<file path="config.mk">
export PLATFORM = sky130hd
export DESIGN_NAME = esa_adder_pipe
export DESIGN_NICKNAME = d
export VERILOG_FILES = /design/src/rtl/esa_pkg.sv /design/src/rtl/esa_seg_add.sv /design/src/rtl/esa_adder_pipe.sv
export SDC_FILE = /design/constraint.sdc
export NUM_CORES = 1
export LEC_CHECK = 0
export ABC_AREA = 1
export CAP_MARGIN = 20
export CORE_UTILIZATION = 36
export DETAILED_ROUTE_END_ITERATION = 12
export PLACE_DENSITY = 0.63
export SETUP_SLACK_MARGIN = 0.1
export SYNTH_ARGS = -nofsm -noshare
export SYNTH_HDL_FRONTEND = slang
export SYNTH_HIERARCHICAL = 1
export SYNTH_SLANG_ARGS = --single-unit
</file>
<file path="constraint.sdc">
create_clock -name clk_i -period 1.6 [get_ports clk_i]
set_input_delay 0.16 -clock clk_i [delete_from_list [all_inputs] [get_ports clk_i]]
set_output_delay 0.16 -clock clk_i [all_outputs]
set_load 0.05 [all_outputs]
</file>
<file path="src/rtl/esa_pkg.sv">
// -----------------------------------------------------------------------------
// esa_pkg
// Shared types and helpers for the equal-segmentation approximate adder.
//   nseg()          number of equal segments for a WIDTH/SEG_W split
//   esa_seg_t       per-segment partial result {sum, g, p}
//   ESA_MODE_*      encoding of the exact_i mode bit
// The segment sum field is sized for the widest supported segment. Narrower
// segments zero-fill the upper bits, and they are truncated again at use.
// -----------------------------------------------------------------------------
package esa_pkg;

   localparam int   ESA_SEG_W_MAX   = 32;
   localparam logic ESA_MODE_APPROX = 1'b0;
   localparam logic ESA_MODE_EXACT  = 1'b1;

   function automatic int nseg(input int width, input int seg_w);
      return width / seg_w;
   endfunction

   typedef struct packed {
      logic [ESA_SEG_W_MAX-1:0] sum;  // segment sum without carry-in, zero-filled above SEG_W
      logic                     g;    // segment generates a carry
      logic                     p;    // segment propagates an incoming carry (sum all ones)
   } esa_seg_t;

endpackage

</file>
<file path="src/rtl/esa_seg_add.sv">
// -----------------------------------------------------------------------------
// esa_seg_add
// Combinational SEG_W-bit segment adder with carry-in tied to zero.
// It produces the segment sum plus the generate and propagate terms that the
// carry-lookahead correction stage uses.
// Ports:
//   i_a, i_b   in   SEG_W        segment operands
//   o_seg      out  esa_seg_t    {sum, g, p}
// -----------------------------------------------------------------------------
module esa_seg_add
   import esa_pkg::*;
#(
   parameter int SEG_W = 4
) (
   input  logic [SEG_W-1:0] i_a,
   input  logic [SEG_W-1:0] i_b,
   output esa_seg_t         o_seg
);

   logic [SEG_W:0] w_full;

   assign w_full    = {1'b0, i_a} + {1'b0, i_b};
   assign o_seg.sum = ESA_SEG_W_MAX'(w_full[SEG_W-1:0]);
   assign o_seg.g   = w_full[SEG_W];
   assign o_seg.p   = &w_full[SEG_W-1:0];

endmodule

</file>
<file path="src/rtl/esa_adder_pipe.sv">
// -----------------------------------------------------------------------------
// esa_adder_pipe
// Two-stage, valid/ready pipelined equal-segmentation approximate adder.
// S1 registers the per-segment {sum, g, p}. S2 either drops the inter-segment
// carries (approximate) or restores them with a carry-lookahead (exact).
// Optional build macro: ESA_ERR_CNT_EN. When it is defined, the error flag and
// the saturating error counter are built. When it is undefined, err_o and
// err_cnt_o are tied to 0 and err_clr_i is ignored.
// Ports:
//   clk_i, rst_i               clock, synchronous active-high reset
//   in_valid_i / in_ready_o    operand handshake
//   add1_i, add2_i, exact_i    operands and mode (1 = exact)
//   out_valid_o / out_ready_i  result handshake
//   result_o                   WIDTH+1-bit sum including carry-out
//   err_o                      approximate beat differs from exact sum
//   err_cnt_o, err_clr_i       saturating error-beat counter and its clear
// -----------------------------------------------------------------------------
module esa_adder_pipe
   import esa_pkg::*;
#(
   parameter int WIDTH     = 16,
   parameter int SEG_W     = 4,
   parameter int ERR_CNT_W = 16
) (
   input  logic                 clk_i,
   input  logic                 rst_i,
   input  logic                 in_valid_i,
   output logic                 in_ready_o,
   input  logic [WIDTH-1:0]     add1_i,
   input  logic [WIDTH-1:0]     add2_i,
   input  logic                 exact_i,
   output logic                 out_valid_o,
   input  logic                 out_ready_i,
   output logic [WIDTH:0]       result_o,
   output logic                 err_o,
   output logic [ERR_CNT_W-1:0] err_cnt_o,
   input  logic                 err_clr_i
);

   localparam int NSEG = nseg(WIDTH, SEG_W);

   if (SEG_W < 1 || SEG_W > ESA_SEG_W_MAX || WIDTH < SEG_W || (WIDTH % SEG_W) != 0)
   begin : g_param_check
      $error("esa_adder_pipe: WIDTH must be a non-zero multiple of SEG_W (SEG_W <= %0d)",
             ESA_SEG_W_MAX);
   end

   // ---------------- handshake ----------------
   logic w_s2_adv, w_s1_adv, w_accept;
   logic r_s1_full, r_s2_full;

   // in_ready_o depends combinationally on out_ready_i. This lets a full
   // pipeline accept a new beat in the same cycle that it drains one.
   assign w_s2_adv   = !r_s2_full | out_ready_i;
   assign w_s1_adv   = !r_s1_full | w_s2_adv;
   assign w_accept   = in_valid_i & w_s1_adv;
   assign in_ready_o = w_s1_adv;

   // ---------------- stage 1: segment adders ----------------
   esa_seg_t w_seg [NSEG];
   esa_seg_t r_seg [NSEG];
   logic     r_s1_exact;

   for (genvar k = 0; k < NSEG; k++) begin : g_seg
      esa_seg_add #(.SEG_W(SEG_W)) u_seg_add (
         .i_a   (add1_i[k*SEG_W +: SEG_W]),
         .i_b   (add2_i[k*SEG_W +: SEG_W]),
         .o_seg (w_seg[k])
      );
   end

   // NOTE: sequential state always uses non-blocking assignments, so every
   // register samples pre-edge values regardless of block order.
   always_ff @(posedge clk_i) begin
      if (rst_i) begin
         r_s1_full <= 1'b0;
      end else if (w_s1_adv) begin
         r_s1_full <= w_accept;
      end
   end

   // NOTE: payload registers are not reset. The stage-full flag qualifies
   // them, so clearing them would only add reset fan-out.
   always_ff @(posedge clk_i) begin
      if (w_accept) begin
         r_seg      <= w_seg;
         r_s1_exact <= exact_i;
      end
   end

   // ---------------- stage 2: carry lookahead / correction ----------------
   logic [NSEG-1:0] w_cin;
   logic [WIDTH:0]  w_res;
   logic [WIDTH:0]  r_result;

   // NOTE: every combinational output gets a default first, so no path can
   // leave it unassigned and infer a latch.
   always_comb begin
      w_cin = '0;
      for (int k = 1; k < NSEG; k++) begin
         w_cin[k] = r_seg[k-1].g | (r_seg[k-1].p & w_cin[k-1]);
      end
   end

   always_comb begin
      w_res = '0;
      for (int k = 0; k < NSEG; k++) begin
         if (r_s1_exact == ESA_MODE_EXACT) begin
            w_res[k*SEG_W +: SEG_W] = SEG_W'(r_seg[k].sum + ESA_SEG_W_MAX'(w_cin[k]));
         end else begin
            w_res[k*SEG_W +: SEG_W] = SEG_W'(r_seg[k].sum);
         end
      end
      if (r_s1_exact == ESA_MODE_EXACT) begin
         w_res[WIDTH] = r_seg[NSEG-1].g | (r_seg[NSEG-1].p & w_cin[NSEG-1]);
      end else begin
         w_res[WIDTH] = r_seg[NSEG-1].g;
      end
   end

   always_ff @(posedge clk_i) begin
      if (rst_i) begin
         r_s2_full <= 1'b0;
         r_result  <= '0;
      end else if (w_s2_adv) begin
         r_s2_full <= r_s1_full;
         if (r_s1_full) begin
            r_result <= w_res;
         end
      end
   end

   assign out_valid_o = r_s2_full;
   assign result_o    = r_result;

   // ---------------- error flag and counter ----------------
`ifdef ESA_ERR_CNT_EN
   logic                 w_err;
   logic                 w_consume;
   logic                 r_err;
   logic [ERR_CNT_W-1:0] r_err_cnt;

   // An approximate result is wrong exactly when some dropped inter-segment
   // carry would have been 1. A single segment has no such carries.
   if (NSEG > 1) begin : g_err
      assign w_err = (r_s1_exact == ESA_MODE_APPROX) & (|w_cin[NSEG-1:1]);
   end else begin : g_no_err
      assign w_err = 1'b0;
   end

   assign w_consume = r_s2_full & out_ready_i;

   always_ff @(posedge clk_i) begin
      if (rst_i) begin
         r_err <= 1'b0;
      end else if (w_s2_adv && r_s1_full) begin
         r_err <= w_err;
      end
   end

   always_ff @(posedge clk_i) begin
      if (rst_i || err_clr_i) begin
         r_err_cnt <= '0;
      end else if (w_consume && r_err && (r_err_cnt != '1)) begin
         r_err_cnt <= r_err_cnt + ERR_CNT_W'(1);
      end
   end

   assign err_o     = r_err;
   assign err_cnt_o = r_err_cnt;
`else
   logic w_unused_err_clr;

   assign w_unused_err_clr = err_clr_i;
   assign err_o            = 1'b0;
   assign err_cnt_o        = '0;
`endif

endmodule

</file>
# --- After elaboration in Yosys (flattened, before gate mapping) ---
# Cells that the tools add are included.
op_classes:
  n_reduce_logical: 6
  bitwise_logic: 9
  n_mux: 4
  n_addsub: 7
op_table:
  columns: ["operator", "n"]
  rows:
  - ["$add 4x4->5", 4]
  - ["$add 4x1->4", 3]
  - ["$mux 4", 3]
  - ["$reduce_and 4->1", 3]
  - ["$or 1x1->1", 5]
  - ["$and 1x1->1", 4]
  - ["$logic_not 1->1", 2]
  - ["$reduce_and 2->1", 1]
  - ["$mux 1", 1]
word_totals:
  wordCells: 41
  inputBits: 38
  output_inout_bits: 36
  regBits: 43

# --- Depth between registers and ports, before layout ---
depth:
  depth_word: 7
  mapped_depth: 11

# --- Hierarchy ---
# The synthesis kept the hierarchy.
modules_own_cells:
  columns: ["module", "area_per_inst_um2", "seq_area_each_um2", "instances", "cells_each"]
  rows:
  - ["esa_adder_pipe", 1894.3, 1101.1, 1, 189]
  - ["esa_seg_add", 382.9, 0.0, 4, 56]

# --- Worst setup path before layout ---
# No wires, ideal clock.
synth_path:
  path_type: "reg-to-reg"
  startpoint: "register r_s2_full, in the netlist out_valid_o"
  endpoint: "register r_s1_exact (enable)"
  path_buffers: 0
  slack_ns: -0.567
  setup_time_ns: 0.358
  stages_incl_launch_ff: 4
  synth_period_minus_slack_ns: 2.167
  arrival_ns: 1.810
  path_cell_list: "dfxtp_1 -> nand3_1 -> nand2_1 -> inv_1"
synth_between:
  elab_chain_len: 4
synth_rtl:
  columns: ["item", "line_no", "rtl"]
  rows:
  - ["start: declaration", "esa_adder_pipe.sv:50", "logic r_s1_full, r_s2_full;"]
  - ["start signal: assignment", "esa_adder_pipe.sv:126", "r_s2_full <= r_s1_full;"]
  - ["$logic_not 1->1", "esa_adder_pipe.sv:54", "assign w_s2_adv = !r_s2_full | out_ready_i;"]
  - ["$or 1x1->1", "esa_adder_pipe.sv:54", null]
  - ["$or 1x1->1", "esa_adder_pipe.sv:55", "assign w_s1_adv = !r_s1_full | w_s2_adv;"]
  - ["net in_ready_o", "esa_adder_pipe.sv:28", "output logic in_ready_o,"]
  - ["$and 1x1->1", "esa_adder_pipe.sv:56", "assign w_accept = in_valid_i & w_s1_adv;"]
  - ["net w_accept", "esa_adder_pipe.sv:49", "logic w_s2_adv, w_s1_adv, w_accept;"]
  - ["end signal: assignment", "esa_adder_pipe.sv:87", "r_s1_exact <= exact_i;"]
  - ["end: declaration", "esa_adder_pipe.sv:62", "logic r_s1_exact;"]
# The timed path passes the listed nets, and every way through them passes these cells.
# A chain may end at the register's enable or synchronous reset.

# --- Worst setup path after layout ---
layout_path:
  startpoint: "register r_seg[103] (netlist name)"
  endpoint: "register r_result[9], in the netlist result_o[9]"
layout_between:
  elab_chain_len: 4
layout_rtl:
  columns: ["item", "line_no", "rtl"]
  rows:
  - ["start: declaration", "esa_adder_pipe.sv:61", "esa_seg_t r_seg [NSEG];"]
  - ["start signal: assignment", "esa_adder_pipe.sv:86", "r_seg <= w_seg;"]
  - ["$and 1x1->1", "esa_adder_pipe.sv:101", "w_cin[k] = r_seg[k-1].g | (r_seg[k-1].p & w_cin[k-1]);"]
  - ["$or 1x1->1", "esa_adder_pipe.sv:101", null]
  - ["$add 4x1->4", "esa_adder_pipe.sv:109", "w_res[k*SEG_W +: SEG_W] = SEG_W'(r_seg[k].sum + ESA_SEG_W_MAX'(w_cin[k]));"]
  - ["$mux 4", "esa_adder_pipe.sv:108", "if (r_s1_exact == ESA_MODE_EXACT) begin"]
  - ["end signal: assignment", "esa_adder_pipe.sv:128", "r_result <= w_res;"]
  - ["end: declaration", "esa_adder_pipe.sv:94", "logic [WIDTH:0] r_result;"]
# No other way between the ends.

==> results_dict.tcl <==
set metrics [dict create \
    h-tree-depth 2 \
    startpoint "r_seg[103]" \
    gp_congestion 0.708 \
    end_kind "flop" \
    clk_pin_slew_worst_paths_ps 80 \
    cp_max_fo 2 \
    n_fill_cell 679 \
    die_y_um 86.3 \
    period_minus_slack_ps 1590 \
    crit_chain "nand2_1 > nand2_2 > buf_4 > ha_4 > ha_1 > nand2_1 > o21ai_1 > nand2_1 > a21oi_2" \
    hold_viol 0 \
    grt_max_degree 25 \
    pwr-share-clk_pct 23.1 \
    io-pin-count 74 \
    start_util_pct 37.5 \
    dp_hpwl_um 3590 \
    drt_drc_violations_left 0 \
    hold_start "add1_i[12]" \
    multi_input_area_sq_um 1270 \
    skew_ps 5.21 \
    critPathKind "flop to flop" \
    antenna_found_initial 0 \
    ir_drop_mv 0.379 \
    io_buffers 55 \
    rows 30 \
    cp_common_cell "nand2_1" \
    p_comb_share_pct 29.9 \
    drv_cap 0 \
    timing.rr.start "r_seg[103]" \
    worstPathArrival_ps 1830 \
    power.switching_mw 0.921 \
    grt_first_pass_wirelength_um 7960 \
    first_iter_violations 64 \
    firstDrtPassIters 4 \
    final_util_pct 50.8 \
    tritoncts "yes" \
    die_w_um 86.3 \
    dp_cells 455 \
    layout-drive-gt1-share_pct 21.2 \
    core_area_sq_um 6830 \
    setup_viol 0 \
    cp-start-kind "flop" \
    clk_root_buffer_cell "clkbuf_8" \
    cellInternalPower_mw 1.94 \
    hp-class "primary input to flop" \
    gr-total-overflow 0 \
    avgSynthCellArea_sq_um 8.68 \
    vias 2013 \
    outcome "finished, final reports clean" \
    grt_usage_pct 13.5 \
    ant_nets 0 \
    wirelength_um 4700 \
    fin_tns_setup_ps 0 \
    max-slew-margin-rel_pct 61.7 \
    power_frac_seq_pct 47.0 \
    via_per_inst 4.30 \
    register_area_sq_um 1100 \
    wl_per_cell_um 10.0 \
    die_area_sq_um 7460 \
    p_sw_share_pct 32.2 \
    cts_made_buffers 5 \
    post_layout_nonfiller_instances 468 \
    holdWs_ps 228 \
    antennaDiodeCount 0 \
    synth_area_sq_um 2560 \
    drv_slew 0 \
    fin_nets 435 \
    finalCritPeriodShare_pct 99.6 \
    insertion_delay_ps 290 \
    fmax_mhz 628 \
    clockBufferDepth 2 \
    syn_inst 295 \
    required_ps 1830 \
    areaGrowthSynthToFinish_pct 35.6 \
    clock-sinks 43 \
    rsz0062_at_grt "true" \
    cpMaxStageDelayCell "edfxtp_1" \
    yosys_warnings 6 \
    grt_pass1_vias 1900 \
    powerDensity_nw_per_um2 823 \
    p_leak_nw 1.59 \
    crit_path_max_incr_delay_ps 420 \
    tightest_slew_ps 574 \
]
-- flip-flops by register name, summed over array words and instances (netlist names) --
name and count:
r_s1_exact 1, result_o 17, r_seg 23, r_s1_full 1, out_valid_o 1
-- cell usage in the layout, fill, tap and decap left out, drive strengths merged --
cell,count
edfxtp,24
clkinv,1
o21ai,17
dfxtp,19
ha,22
conb,17
xor2,3
o31ai,4
fa,4
inv,51
clkbuf,6
dlymetal6s2s,1
a21oi,21
clkdlybuf4s50,35
nand2,58
nand3,19
xnor2,4
clkinvlp,1
buf,40
nor2,25
-- metal layers --
metal	global-route usage, %	vias to the layer above	part of all wire [%]
li1	-	1065	-
met1	16.1	895	46
met2	24.1	49	50
met3	2.95	4	3.5
met4	4.55	0	1.2
met5	0	-	0
-- final timing paths --
path	depth (start not counted)	endpoint	slack, ps
worst max register to register	9	result_o[9]	7
worst min register to register	2	result_o[4]	470
worst min-delay path	2	r_seg[2]	230
worst max-delay path	9	result_o[9]	7
-- critical path: cells and delay by family, from the launching register on --
family / cells / cell delay [ps]
AO/OA/AOI/OAI: 2 / 240
adder cells (fa/ha/maj): 2 / 410
buffers and inverters: 1 / 140
flip-flops: 1 / 420
AND/OR/NAND/NOR: 4 / 330
-- timing repair --
action                     4_1_cts  5_1_grt
setup endpoints to repair        4        9
buffers inserted                 2        3
resized for setup                7       20
pin swaps                        6       10
hold buffers                     0        0
-- power groups by stage --
stage | sequential, mW | clock [mW] | combinational (mW)
6_report | 1.34 | 0.661 | 0.855
5_1_grt | 1.36 | 0.735 | 0.948
4_1_cts | 1.34 | 0.686 | 0.814
3_5_place_dp | 1.36 | 0 | 0.796
3_3_place_gp | 1.36 | 0 | 0.780
2_1_floorplan | 1.46 | 0 | 0.469
-- stage by stage --
| step | total power, mW | setup slack (ps) | instance area (sq um) |
|---|---|---|---|
| after floorplan | 1.93 | 109 | 2650 |
| after global placement | 2.14 | -155 | 3250 |
| after detailed placement | 2.16 | -216 | 3250 |
| after CTS | 2.84 | 39.1 | 3370 |
| after global routing | 3.04 | -95.1 | 3470 |
| final | 2.86 | 6.74 | 3470 |
-- cell type report --
| type | count | share of cell area (%) |
|---|---|---|
| multi-input cells | 194 | 36.5 |
| flip-flops and latches | 43 | 31.8 |
| repair buffers | 76 | 20.2 |
| inverters | 51 | 5.62 |
| well taps | 96 | 3.46 |
| clock buffers | 6 | 2.09 |
| clock inverters | 2 | 0.324 |
Power figures use the tool's default switching activity.
